--- src/rtl/mux8_rr_sched.sv ---
// mux8_rr_sched: round-robin scheduler driving the 8:1 mux select with a bounded hold per grant
// Ports: clk, rst_n (async active-low), req[0:7] requests, gnt[0:7] one-hot grant (registered),
//        sel[0:2] mux select (sel[0] is MSB, registered), valid = OR of gnt.
module mux8_rr_sched #(
  parameter int MAX_HOLD = 4
) (
  input  logic       clk,
  input  logic       rst_n,
  input  logic [0:7] req,
  output logic [0:7] gnt,
  output logic [0:2] sel,
  output logic       valid
);
  typedef enum logic {IDLE, GRANT} state_t;
  state_t     state, state_nx;
  logic [2:0] owner, owner_nx, ptr, ptr_nx, base, idx, win;
  logic [3:0] cnt, cnt_nx;
  logic [0:7] gnt_nx;
  logic [2:0] sel_nx;
  logic       found, rel;
  assign valid = |gnt;
  // On release the priority pointer moves past the current owner in the same edge,
  // so arbitration starts from owner+1 rather than the stored ptr.
  always_comb begin
    rel   = (state == GRANT) && (!req[owner] || cnt == 4'(MAX_HOLD));
    base  = (state == GRANT) ? owner + 3'd1 : ptr;
    found = 1'b0;
    win   = 3'd0;
    idx   = 3'd0;
    for (int i = 7; i >= 0; i--) begin
      idx = base + 3'(i);
      if (req[idx]) begin
        found = 1'b1;
        win   = idx;
      end
    end
    state_nx = state;
    owner_nx = owner;
    ptr_nx   = ptr;
    cnt_nx   = cnt;
    gnt_nx   = gnt;
    sel_nx   = sel;
    if (state == GRANT && !rel) cnt_nx = cnt + 4'd1;
    if (rel) ptr_nx = owner + 3'd1;
    if ((state == IDLE || rel) && found) begin
      state_nx    = GRANT;
      owner_nx    = win;
      cnt_nx      = 4'd1;
      gnt_nx      = '0;
      gnt_nx[win] = 1'b1;
      sel_nx      = win;
    end else if (rel) begin
      state_nx = IDLE;
      gnt_nx   = '0;
    end
  end
  always_ff @(posedge clk or negedge rst_n) begin
    if (!rst_n) begin
      state <= IDLE;
      owner <= 3'd0;
      ptr   <= 3'd0;
      cnt   <= 4'd0;
      gnt   <= '0;
      sel   <= 3'd0;
    end else begin
      state <= state_nx;
      owner <= owner_nx;
      ptr   <= ptr_nx;
      cnt   <= cnt_nx;
      gnt   <= gnt_nx;
      sel   <= sel_nx;
    end
  end
endmodule

--- config.mk ---
export PLATFORM = sky130hd
export DESIGN_NAME = mux8_rr_sched
export DESIGN_NICKNAME = d
export VERILOG_FILES = /design/src/rtl/mux8_rr_sched.sv
export SDC_FILE = /design/constraint.sdc
export NUM_CORES = 1
export LEC_CHECK = 0
export ABC_AREA = 1
export CAP_MARGIN = 20
export CORE_MARGIN = 10
export CORE_UTILIZATION = 30
export CTS_BUF_LIST = sky130_fd_sc_hd__clkbuf_8
export CTS_CLUSTER_SIZE = 16
export DETAILED_ROUTE_END_ITERATION = 10
export PLACE_DENSITY = 0.45
export SLEW_MARGIN = 15
export SYNTH_ARGS = -nofsm -noshare
export SYNTH_HDL_FRONTEND = slang
export SYNTH_SLANG_ARGS = --single-unit
--- constraint.sdc ---
create_clock -name clk -period 4.59 [get_ports clk]
set_clock_uncertainty 0.1 [all_clocks]
set_input_delay 0.6885 -clock clk [delete_from_list [all_inputs] [get_ports clk]]
set_output_delay 0.6885 -clock clk [all_outputs]
set_load 0.02 [all_outputs]
==> summary.md <==
| Metric | Value |
|---|---|
| Vias in the first global route | 1,841 |
| # setup viols final | 0 |
| Hold Crit Class | flip-flop to flip-flop |
| Top cell type's share of synthesized area | 25.4% |
| CTS tree | built |
| Yosys cell types | 27 |
| Fin nets | roughly 340 |
| Diode count | 0 |
| Fillers | 660 |
| Clock root cell | clkbuf_8 |
| Setup CP Type | flip-flop to flip-flop |
| Unrepaired setup endpoints after global routing | no |
| GRT Util Overall | 10.4% |
| Cells along the critical path | ha_1 -> nand2_1 -> nand2_4 -> ha_1 -> inv_1 -> nand3_1 -> nand2_1 -> nand2_1 -> nand2_2 -> nor2_1 -> nand4_2 -> o21ai_4 -> nand2_1 -> nand2_1 -> o21ai_0 |
| Die H | 99.0 um |
| H-tree depth | 1 |
| Post-synthesis cell count | a little over 300 |
| Gpl congestion | 0.856 |
| Clock sinks | 19 |
| Slew Viols, Final | 0 |
| Via density | 4.68 |
| Post-CTS Setup Bufs | 0 |
| Yosys warns | 0 |
| FP Rows | 28 |
| Final count of hold timing violations | 0 |
| Worst Tran Pin Value | 0.875 ns |
| Cell Area, Synth | between 0.0015 and 0.002 sq mm |
| CP Capture Type | flip-flop |
| Synth Register Bits | 19 |
| Arrival @ worst endpoint | between 3 and 4 ns |
| Critical path's slowest cell | dfrtp_1 |
| DR WL/cell | 12.8 um |
| Worst Path Required | 4.62 ns |
| DRC | 0 |
| Post-synthesis sequential area ratio | roughly 25% |
| Delay-heaviest family, CP | simple AND/OR/NAND/NOR gates |
| Post-cts repair resize count | 0 |
| Clk_lat worst skew | 0.25 ns |
| Most used cell, CP | nand2_1 |
| Nature of the critical path startpoint | flip-flop |
| Post-Route WL | 5.10 mm |
| Proportion of layout cells with a drive suffix above 1 | 14.2% |
| Fmax | 0.330 GHz |
| Share of the clock period used by the worst path | between 60% and 70% |
| Setup_tns | 0 ns |
| First-pass GRT wire length | 8.75 mm |
| I/O Pins | 22 |
| Syn Nets | around 320 |
| Bufs on Longest Clock Path | 2 |
| Slew HR | 41.5% |
| Tmin final | 3.03 ns |
| Clock buffer count from CTS | 3 |
| Hold_buf cts | 0 |
| Initial Util | 31.2% |
| Status | finished clean |
| Initial drt markers | 73 |
| Crit path max fanout | 11 |
| Grt ovf | 0 |
| Commonest non-fill, non-tap cell in the layout | nand2_1 |
| HPWL after DPL | 4.19 mm |
| MaxCap Viol Count | 0 |
| Antenna violations before repair | 0 |
| Most frequent cells in the layout | nand2_1, inv_1, nand3_1 |
| CP bufs+invs | 1 |
| Layout area overhead | 17.1% |
| Drt first pass iters | 4 |
| Largest net degree at the start of global routing | 20 |
| Antenna-violating nets left | 0 |
| Die X | 99.0 um |
| Syn avg cell area | 6.18 sq um |
| Vias | between 1,500 and 2,000 |
| Yosys top cell by area | dfrtp_1 |
| Core footprint | 0.00599 sq mm |
| Port buffer count | 21 |
| Clock slew at reported path FFs | 0.08 ns |
| Synth top area cells | dfrtp_1, nand2_1, nand3_1 |
| Die Area | about 0.0098 sq mm |
| Crit-path max cell delay | 0.51 ns |
-- worst paths after layout --
kind	start	end	slack [ns]	depth (start not counted)
hold / removal	gnt[1]$_DFFE_PN0P_	gnt[1]$_DFFE_PN0P_	0.42	2
max in group asynchronous	rst_n	owner[1]$_DFFE_PN0P_	3.02	1
setup reg to reg	owner[0]$_DFFE_PN0P_	cnt[0]$_DFFE_PN0P_	1.56	15
hold reg to reg	gnt[1]$_DFFE_PN0P_	gnt[1]$_DFFE_PN0P_	0.42	2
min in group asynchronous	rst_n	gnt[1]$_DFFE_PN0P_	0.82	1
setup / recovery	owner[0]$_DFFE_PN0P_	cnt[0]$_DFFE_PN0P_	1.56	15
-- cell type report --
class	count	area, sq um	area share [%]
Multi-Input combinational cell	236	1190	54.3
Sequential cell	19	475	21.7
Timing Repair Buffer	21	210	9.59
Inverter	45	176	8.05
Tap cell	75	93.8	4.28
Clock buffer	3	41.3	1.88
Clock inverter	1	5.00	0.228
-- registers in the layout, summed over array words and instances, names as in the netlist --
register and cells:
state 1, gnt 8, owner 3, ptr 3, cnt 4
-- through the flow --
stage / util [%] / setup WS, ns / hold WS (ns) / area (sq um) / cells
after global placement: 35.8 / 1.52 / 0.400 / 2150 / 396
after detailed placement: 35.8 / 1.59 / 0.394 / 2150 / 396
final: 36.6 / 1.56 / 0.415 / 2190 / 400
after global routing: 36.6 / 1.24 / 0.441 / 2190 / 400
after CTS: 36.6 / 1.56 / 0.419 / 2190 / 400
after floorplan: - / 2.02 / 0.293 / 1870 / 303
-- tightest hold or removal path, cell delays in order, from the launching register on --
cell and delay (ns):
dfrtp_1 0.37, nand2_1 0.06, nand2_1 0.05
-- kinds of logic after synthesis --
family	share of synthesized area [%]
simple gates	50.3
compound gates	8.96
xor+xnor	0.936
flops	25.4
fa+ha+maj	3.34
buf+inv	11.0
-- routing by layer --
metal  GRT usage [%]  share of wire [%]
met1            13.3                 48
met2            17.1                 46
met3            1.82                3.4
met4            3.31                1.9
met5               0                  0
-- Yosys cell counts, drive strengths merged --
cell type  count
o221ai         1
a21oi          9
clkinv         1
o21ai         16
o21bai         2
inv           44
nor4           2
nand4          2
buf            3
nor2          13
dfrtp         19
xor2           2
nand2        146
ha             5
nand3         38
Power is not shown: default switching activity piles up to over one toggle a cycle in this logic, so the estimate is an artifact.
